--- config.mk ---
export PLATFORM = sky130hd
export DESIGN_NAME = exe_stage
export DESIGN_NICKNAME = d
export VERILOG_FILES = /design/src/rtl/exe_stage.sv
export SDC_FILE = /design/constraint.sdc
export NUM_CORES = 1
export LEC_CHECK = 0
export BUFFER_PORTS_ARGS = -buffer_cell sky130_fd_sc_hd__buf_2
export CELL_PAD_IN_SITES_DETAIL_PLACEMENT = 1
export CELL_PAD_IN_SITES_GLOBAL_PLACEMENT = 2
export CORE_MARGIN = 3
export CORE_UTILIZATION = 33
export CTS_CLUSTER_DIAMETER = 30
export DETAILED_ROUTE_END_ITERATION = 8
export HOLD_SLACK_MARGIN = 0.06
export PLACE_DENSITY_LB_ADDON = 0.1
export SETUP_SLACK_MARGIN = 0.05
export SLEW_MARGIN = 20
export SYNTH_ARGS = -nofsm -noshare
export SYNTH_HDL_FRONTEND = slang
export SYNTH_SLANG_ARGS = --single-unit
--- constraint.sdc ---
create_clock -name clk -period 6.2 [get_ports clk]
set_input_delay 0.93 -clock clk [delete_from_list [all_inputs] [get_ports clk]]
set_output_delay 0.93 -clock clk [all_outputs]
set_load 0.05 [all_outputs]
--- src/rtl/exe_stage.sv ---
// exe_stage: execute stage; ALU or optional iterative divide (EXE_DIV_EN), data-SRAM request, MEM and forwarding buses.
// Latency: 1 cycle for ALU ops; divide holds ready_go low for DIV_ITER+1 cycles, then presents its result.
// Backpressure: EXE_allowin drops while a divide runs or while MEM_allowin is low with a result pending.

// alu: 12-bit one-hot op {lui,sra,srl,sll,xor,or,nor,and,sltu,slt,sub,add}; lui passes src2 through.
// Latency: combinational. Backpressure: none.
// Shift ops use src2[4:0] as the shift amount.
module alu (
  input  logic [11:0] alu_op,
  input  logic [31:0] alu_src1,
  input  logic [31:0] alu_src2,
  output logic [31:0] alu_result
);
  logic [31:0] add_r, sub_r, sra_r;

  assign add_r = alu_src1 + alu_src2;
  assign sub_r = alu_src1 - alu_src2;
  assign sra_r = $signed(alu_src1) >>> alu_src2[4:0];

  always_comb begin
    alu_result = '0;
    if (alu_op[0])  alu_result = alu_result | add_r;
    if (alu_op[1])  alu_result = alu_result | sub_r;
    if (alu_op[2])  alu_result = alu_result | {31'b0, $signed(alu_src1) < $signed(alu_src2)};
    if (alu_op[3])  alu_result = alu_result | {31'b0, alu_src1 < alu_src2};
    if (alu_op[4])  alu_result = alu_result | (alu_src1 & alu_src2);
    if (alu_op[5])  alu_result = alu_result | ~(alu_src1 | alu_src2);
    if (alu_op[6])  alu_result = alu_result | (alu_src1 | alu_src2);
    if (alu_op[7])  alu_result = alu_result | (alu_src1 ^ alu_src2);
    if (alu_op[8])  alu_result = alu_result | (alu_src1 << alu_src2[4:0]);
    if (alu_op[9])  alu_result = alu_result | (alu_src1 >> alu_src2[4:0]);
    if (alu_op[10]) alu_result = alu_result | sra_r;
    if (alu_op[11]) alu_result = alu_result | alu_src2;
  end
endmodule

module exe_stage #(
  parameter int ID_TO_EXE_W  = 159,
  parameter int EXE_TO_MEM_W = 112,
  parameter int EXE_RF_W     = 39,
  parameter int DIV_ITER     = 32
) (
  input  logic                    clk,
  input  logic                    resetn,
  input  logic [ID_TO_EXE_W-1:0]  ID_to_EXE_BUS,
  input  logic                    ID_to_EXE_valid,
  output logic                    EXE_allowin,
  input  logic                    MEM_allowin,
  output logic                    EXE_to_MEM_valid,
  output logic [EXE_TO_MEM_W-1:0] EXE_to_MEM_BUS,
  output logic [EXE_RF_W-1:0]     EXE_RF_BUS,
  output logic                    data_sram_en,
  output logic [3:0]              data_sram_we,
  output logic [31:0]             data_sram_addr,
  output logic [31:0]             data_sram_wdata
);
  typedef struct packed {
    logic [31:0] pc;
    logic [11:0] alu_op;
    logic [31:0] src1;
    logic [31:0] src2;
    logic [31:0] rkd_value;
    logic        gr_we;
    logic [4:0]  dest;
    logic        mem_en;
    logic [3:0]  mem_we;
    logic [3:0]  load_op;
    logic        rfrom_mem;
    logic [2:0]  div_op;
  } id_bus_t;

  id_bus_t     id_r;
  logic        exe_valid;
  logic        ready_go;
  logic        res_ready;
  logic [31:0] alu_result;
  logic [31:0] exe_result;
  logic [3:0]  mem_we_sh;

  assign EXE_allowin      = !exe_valid || (ready_go && MEM_allowin);
  assign EXE_to_MEM_valid = exe_valid && ready_go;

  always_ff @(posedge clk or negedge resetn) begin
    if (!resetn) begin
      exe_valid <= 1'b0;
    end else if (EXE_allowin) begin
      exe_valid <= ID_to_EXE_valid;
    end
  end

  always_ff @(posedge clk or negedge resetn) begin
    if (!resetn) begin
      id_r <= '0;
    end else if (ID_to_EXE_valid && EXE_allowin) begin
      id_r <= id_bus_t'(ID_to_EXE_BUS);
    end
  end

  alu u_alu (
    .alu_op     (id_r.alu_op),
    .alu_src1   (id_r.src1),
    .alu_src2   (id_r.src2),
    .alu_result (alu_result)
  );

`ifdef EXE_DIV_EN
  localparam int CNT_W = $clog2(DIV_ITER);
  localparam logic [1:0] DIV_IDLE = 2'd0;
  localparam logic [1:0] DIV_BUSY = 2'd1;
  localparam logic [1:0] DIV_DONE = 2'd2;

  logic [1:0]       div_state;
  logic [CNT_W-1:0] div_cnt;
  logic [31:0]      quo_r, rem_r, dvs_r;
  logic             neg_q, neg_r, dvs_zero;
  logic             is_div, div_signed;
  logic [31:0]      abs_a, abs_b;
  logic [32:0]      rem_sh;
  logic [33:0]      trial;
  logic             step_ge;
  logic [31:0]      nxt_quo, nxt_rem;

  assign is_div     = id_r.div_op[2];
  assign div_signed = id_r.div_op[1];
  assign abs_a      = (div_signed && id_r.src1[31]) ? -id_r.src1 : id_r.src1;
  assign abs_b      = (div_signed && id_r.src2[31]) ? -id_r.src2 : id_r.src2;

  // Restoring step: quo_r shifts the dividend out MSB-first while quotient bits shift in.
  assign rem_sh  = {rem_r, quo_r[31]};
  assign trial   = {1'b0, rem_sh} - {2'b00, dvs_r};
  assign step_ge = !trial[33];
  assign nxt_rem = step_ge ? trial[31:0] : rem_sh[31:0];
  assign nxt_quo = {quo_r[30:0], step_ge};

  always_ff @(posedge clk or negedge resetn) begin
    if (!resetn) begin
      div_state <= DIV_IDLE;
      div_cnt   <= '0;
      quo_r     <= '0;
      rem_r     <= '0;
      dvs_r     <= '0;
      neg_q     <= 1'b0;
      neg_r     <= 1'b0;
      dvs_zero  <= 1'b0;
    end else begin
      case (div_state)
        DIV_IDLE: begin
          if (exe_valid && is_div) begin
            quo_r     <= abs_a;
            rem_r     <= '0;
            dvs_r     <= abs_b;
            neg_q     <= div_signed && (id_r.src1[31] ^ id_r.src2[31]);
            neg_r     <= div_signed && id_r.src1[31];
            dvs_zero  <= (id_r.src2 == 32'd0);
            div_cnt   <= '0;
            div_state <= DIV_BUSY;
          end
        end
        DIV_BUSY: begin
          div_cnt <= div_cnt + CNT_W'(1);
          if (div_cnt == CNT_W'(DIV_ITER - 1)) begin
            // Divide-by-zero quotient is forced; the remainder naturally ends up equal to the dividend.
            quo_r     <= dvs_zero ? 32'hFFFF_FFFF : (neg_q ? -nxt_quo : nxt_quo);
            rem_r     <= neg_r ? -nxt_rem : nxt_rem;
            div_state <= DIV_DONE;
          end else begin
            quo_r <= nxt_quo;
            rem_r <= nxt_rem;
          end
        end
        DIV_DONE: begin
          if (EXE_to_MEM_valid && MEM_allowin) div_state <= DIV_IDLE;
        end
        default: div_state <= DIV_IDLE;
      endcase
    end
  end

  assign ready_go   = !is_div || (div_state == DIV_DONE);
  assign res_ready  = !(is_div && (div_state != DIV_DONE));
  assign exe_result = is_div ? (id_r.div_op[0] ? rem_r : quo_r) : alu_result;
`else
  localparam int unused_div_iter = DIV_ITER;
  logic unused_div_op;

  assign unused_div_op = ^id_r.div_op;
  assign ready_go      = 1'b1;
  assign res_ready     = 1'b1;
  assign exe_result    = alu_result;
`endif

  assign mem_we_sh       = id_r.mem_we << alu_result[1:0];
  assign data_sram_en    = id_r.mem_en & exe_valid & ready_go & MEM_allowin;
  assign data_sram_we    = mem_we_sh & {4{data_sram_en}};
  assign data_sram_addr  = alu_result;
  assign data_sram_wdata = id_r.rkd_value << {alu_result[1:0], 3'b000};

  assign EXE_to_MEM_BUS = {id_r.pc, id_r.gr_we, id_r.dest, exe_result, alu_result,
                           id_r.mem_en, mem_we_sh, id_r.load_op, id_r.rfrom_mem};
  assign EXE_RF_BUS     = {id_r.dest & {5{id_r.gr_we & exe_valid}}, id_r.rfrom_mem,
                           res_ready, exe_result};
endmodule

==> metrics <==
crit path DAT 4.95 ns; Cell Area, Placed roughly 0.018 mm^2; Yosys top cell area share 0.238; synthesized area ~0.016 mm^2; core area between 0.04 and 0.05 mm^2; CP max stage cell dfrtp_4; TritonCTS Buffers 17; predominant post-synthesis flop cell dfrtp_1; # nets final approximately 2300; Post-synth top cells mux2_2 (178), dfrtp_1 (157), nor2_1 (148); critical path depth 12; via count 15700; gr usage total 0.273; DP Worst Slack 0.843 ns; Reg clk slew, reported paths 0.08 ns; Max stage delay on crit path approximately 0.67 ns; clk sink count about 160; Area Overhead vs Synth 13.6%; htree depth 4; Setup Skew ~0.018 ns; die area 0.0527 mm^2; PnR Total Power 7.09 mW; largest net degree at the start of global routing 75; syn_area_per_cell ~8.7 um^2; largest cells by area after synthesis dfrtp_1 (24%), mux2_2 (12%), ha_1 (7.4%), buf_4 (6.7%), mux2i_1 (6.2%); Post-DRT Antenna Nets 0; relative max-transition margin 0.298; vias in the first global route between 15000 and 20000; Power Dens Cells 379 mW/mm^2; worst skew pair latency about 0.50 ns; Min-Delay Path Class input pin to asynchronous set/reset pin; drt pass-1 iters 8; RSZ-0062 raised after global routing false; wire per inst about 27 um; CTS Root Cell clkbuf_16; final number of setup-violating endpoints 0; Net Count, Synth around 2200; largest buffer count on any clock path 2; filler instances ~5900; initial antenna violation count 3; Slew @ Worst Pin approximately 1.0 ns; Reg2Reg Depth 4; max-capacitance violation count 0; IO Port Bufs 380; global-route wire length before repair around 110000 um; fin crit share 0.949; FP Rows 81; Seq/Total Area, Yosys 0.238; Die Wd around 230 um; Hold Vio Cnt, Final 0; #FFs+latches synth 157; initial core utilization 0.335; Via density roughly 5.7; overall die height 229 um; Post-synth EDFFs 0; Async SR Flop Fraction 1.00; status complete, no violations; Final Critical Period just under 6 ns; Largest delay share family, worst path compound AO/OA/AOI/OAI gates; Final Slew Violations 0; routability cong. ~0.9; share of layout cells above drive strength 1 0.340; Pleak ~8.3 nW; setup_tns 0 ns; library cells used by synthesis a little under 80; Worst IR Drop VDD 199 uV; DRC 0; crit path max fanout 30; GRT overflow 0; Mapped Cells roughly 1900; endpoint class of the critical path output port; YS warnings 0; Buf+Inv Stages, Crit Path 1; post-DP HPWL about 57000 um; Required @ worst endpoint around 5.3 ns; CTS tree built; Post-Route WL between 70000 and 80000 um; count leader, synth mux2_2; Setup CP Type flop to output port; # hold bufs at CTS 0; CP cell instances ha_1 > fa_1 > a21o_1 > a221oi_2 > o21ai_1 > o211ai_1 > and2_1 > nor2_1 > o41ai_1 > mux2i_1 > a2111o_1 > buf_2; final setup margin 0.317 ns; f_max 170 MHz; CP startpoint kind flop; post-synth top area cell dfrtp_1; Finished Cell Area roughly 0.019 mm^2; # IOs 385; Starting DRT DRC Count ~1300
worst reg2reg max path, delay by kind of cell (launching register included):
kind | cells | cell delay [ns]
DFF | 1 | 0.48
muxes | 1 | 0.54
buffers and inverters | 1 | 0.83
and+or+nand+nor | 2 | 0.56
layout by cell type (no fill, tap or decap), types with 9 or more instances in the layout:
cell,instances
buf_2,379
mux2_2,178
dfrtp_1,153
nor2_1,147
a21oi_1,120
nand2_1,105
mux2i_1,102
inv_1,98
ha_1,97
o21ai_0,81
buf_4,60
nand3_1,39
mux4_2,32
nor3_1,31
a211oi_1,25
a222oi_1,25
o211ai_1,24
a31oi_1,23
xnor2_1,23
nand2b_1,20
o21bai_1,19
nor2b_1,17
clkbuf_16,17
a221oi_1,16
and2_1,16
a21o_1,15
and3_1,11
o221ai_1,11
o22ai_1,10
a22oi_1,10
o2bb2ai_1,10
nand4_1,9
a211o_1,9
through the flow:
step	utilization	cells	hold WS [ns]
4_1_cts	0.381	2750	0.393
5_1_grt	0.381	2750	0.423
3_5_place_dp	0.368	2718	0.489
6_report	0.381	2751	0.396
2_1_floorplan	-	1888	0.472
3_3_place_gp	0.368	2718	0.483
power by group:
group | switching (mW) | total [mW] | internal (mW)
registers | 0.209 | 1.38 | 1.17
clock network | 0.552 | 1.13 | 0.582
logic | 3.19 | 4.57 | 1.39
total | 3.95 | 7.09 | 3.14
state kept, by name, indices dropped and copies added, names as in the netlist:
register and cells:
EXE_to_MEM_BUS 43, EXE_RF_BUS 1, EXE_to_MEM_valid 1, id_r 112
timing repair:
| item | in CTS | in global routing |
|---|---|---|
| hold endpoints to repair | 0 | 0 |
| gates resized for setup | 0 | 1 |
| buffers inserted | 0 | 0 |
| endpoints found under the setup margin | 0 | 6 |
worst paths after layout:
check                                               startpoint                               to  slack (ns)
worst max-delay path                      id_r[51]$_DFFE_PN0P_               EXE_to_MEM_BUS[38]        0.32
worst min-delay path                                    resetn  EXE_to_MEM_BUS[105]$_DFFE_PN0P_        0.40
worst max register to register    EXE_to_MEM_valid$_DFFE_PN0N_            id_r[112]$_DFFE_PN0P_        3.66
worst min register to register  EXE_to_MEM_BUS[89]$_DFFE_PN0P_   EXE_to_MEM_BUS[89]$_DFFE_PN0P_        0.51
max in group asynchronous                               resetn             id_r[97]$_DFFE_PN0P_        4.57
min in group clk                EXE_to_MEM_BUS[89]$_DFFE_PN0P_   EXE_to_MEM_BUS[89]$_DFFE_PN0P_        0.51
metal layers:
metal,GRT usage,wire (um),up-vias
li1,-,-,7117
met1,0.355,31900,7932
met2,0.449,34600,583
met3,0.0537,4210,104
met4,0.100,2650,2
met5,0,13,-
cell families (layout without fill, tap and decap cells):
family | Yosys count | count (layout) | share of synthesized area
and+or+nand+nor | 431 | 431 | 0.121
buffers and inverters | 378 | 576 | 0.122
AOI/OAI and AO/OA | 476 | 476 | 0.197
DFF | 157 | 157 | 0.238
other | 1 | 2 | 0.000228
muxes | 317 | 317 | 0.231
xor gates and xnor gates | 29 | 29 | 0.0154
adders and majority gates | 99 | 99 | 0.0761
area by class of cell:
class	count	area, um^2	area share
multi-input cells	1353	10600	0.565
repair buffers	441	2380	0.127
well taps	664	831	0.0444
flip-flops and latches	157	3940	0.210
inverters	103	387	0.0206
diodes	1	2.50	0.000134
clock buffers	17	425	0.0227
clock inverters	15	190	0.0102
Note: power is estimated with default switching activity, not from simulation.
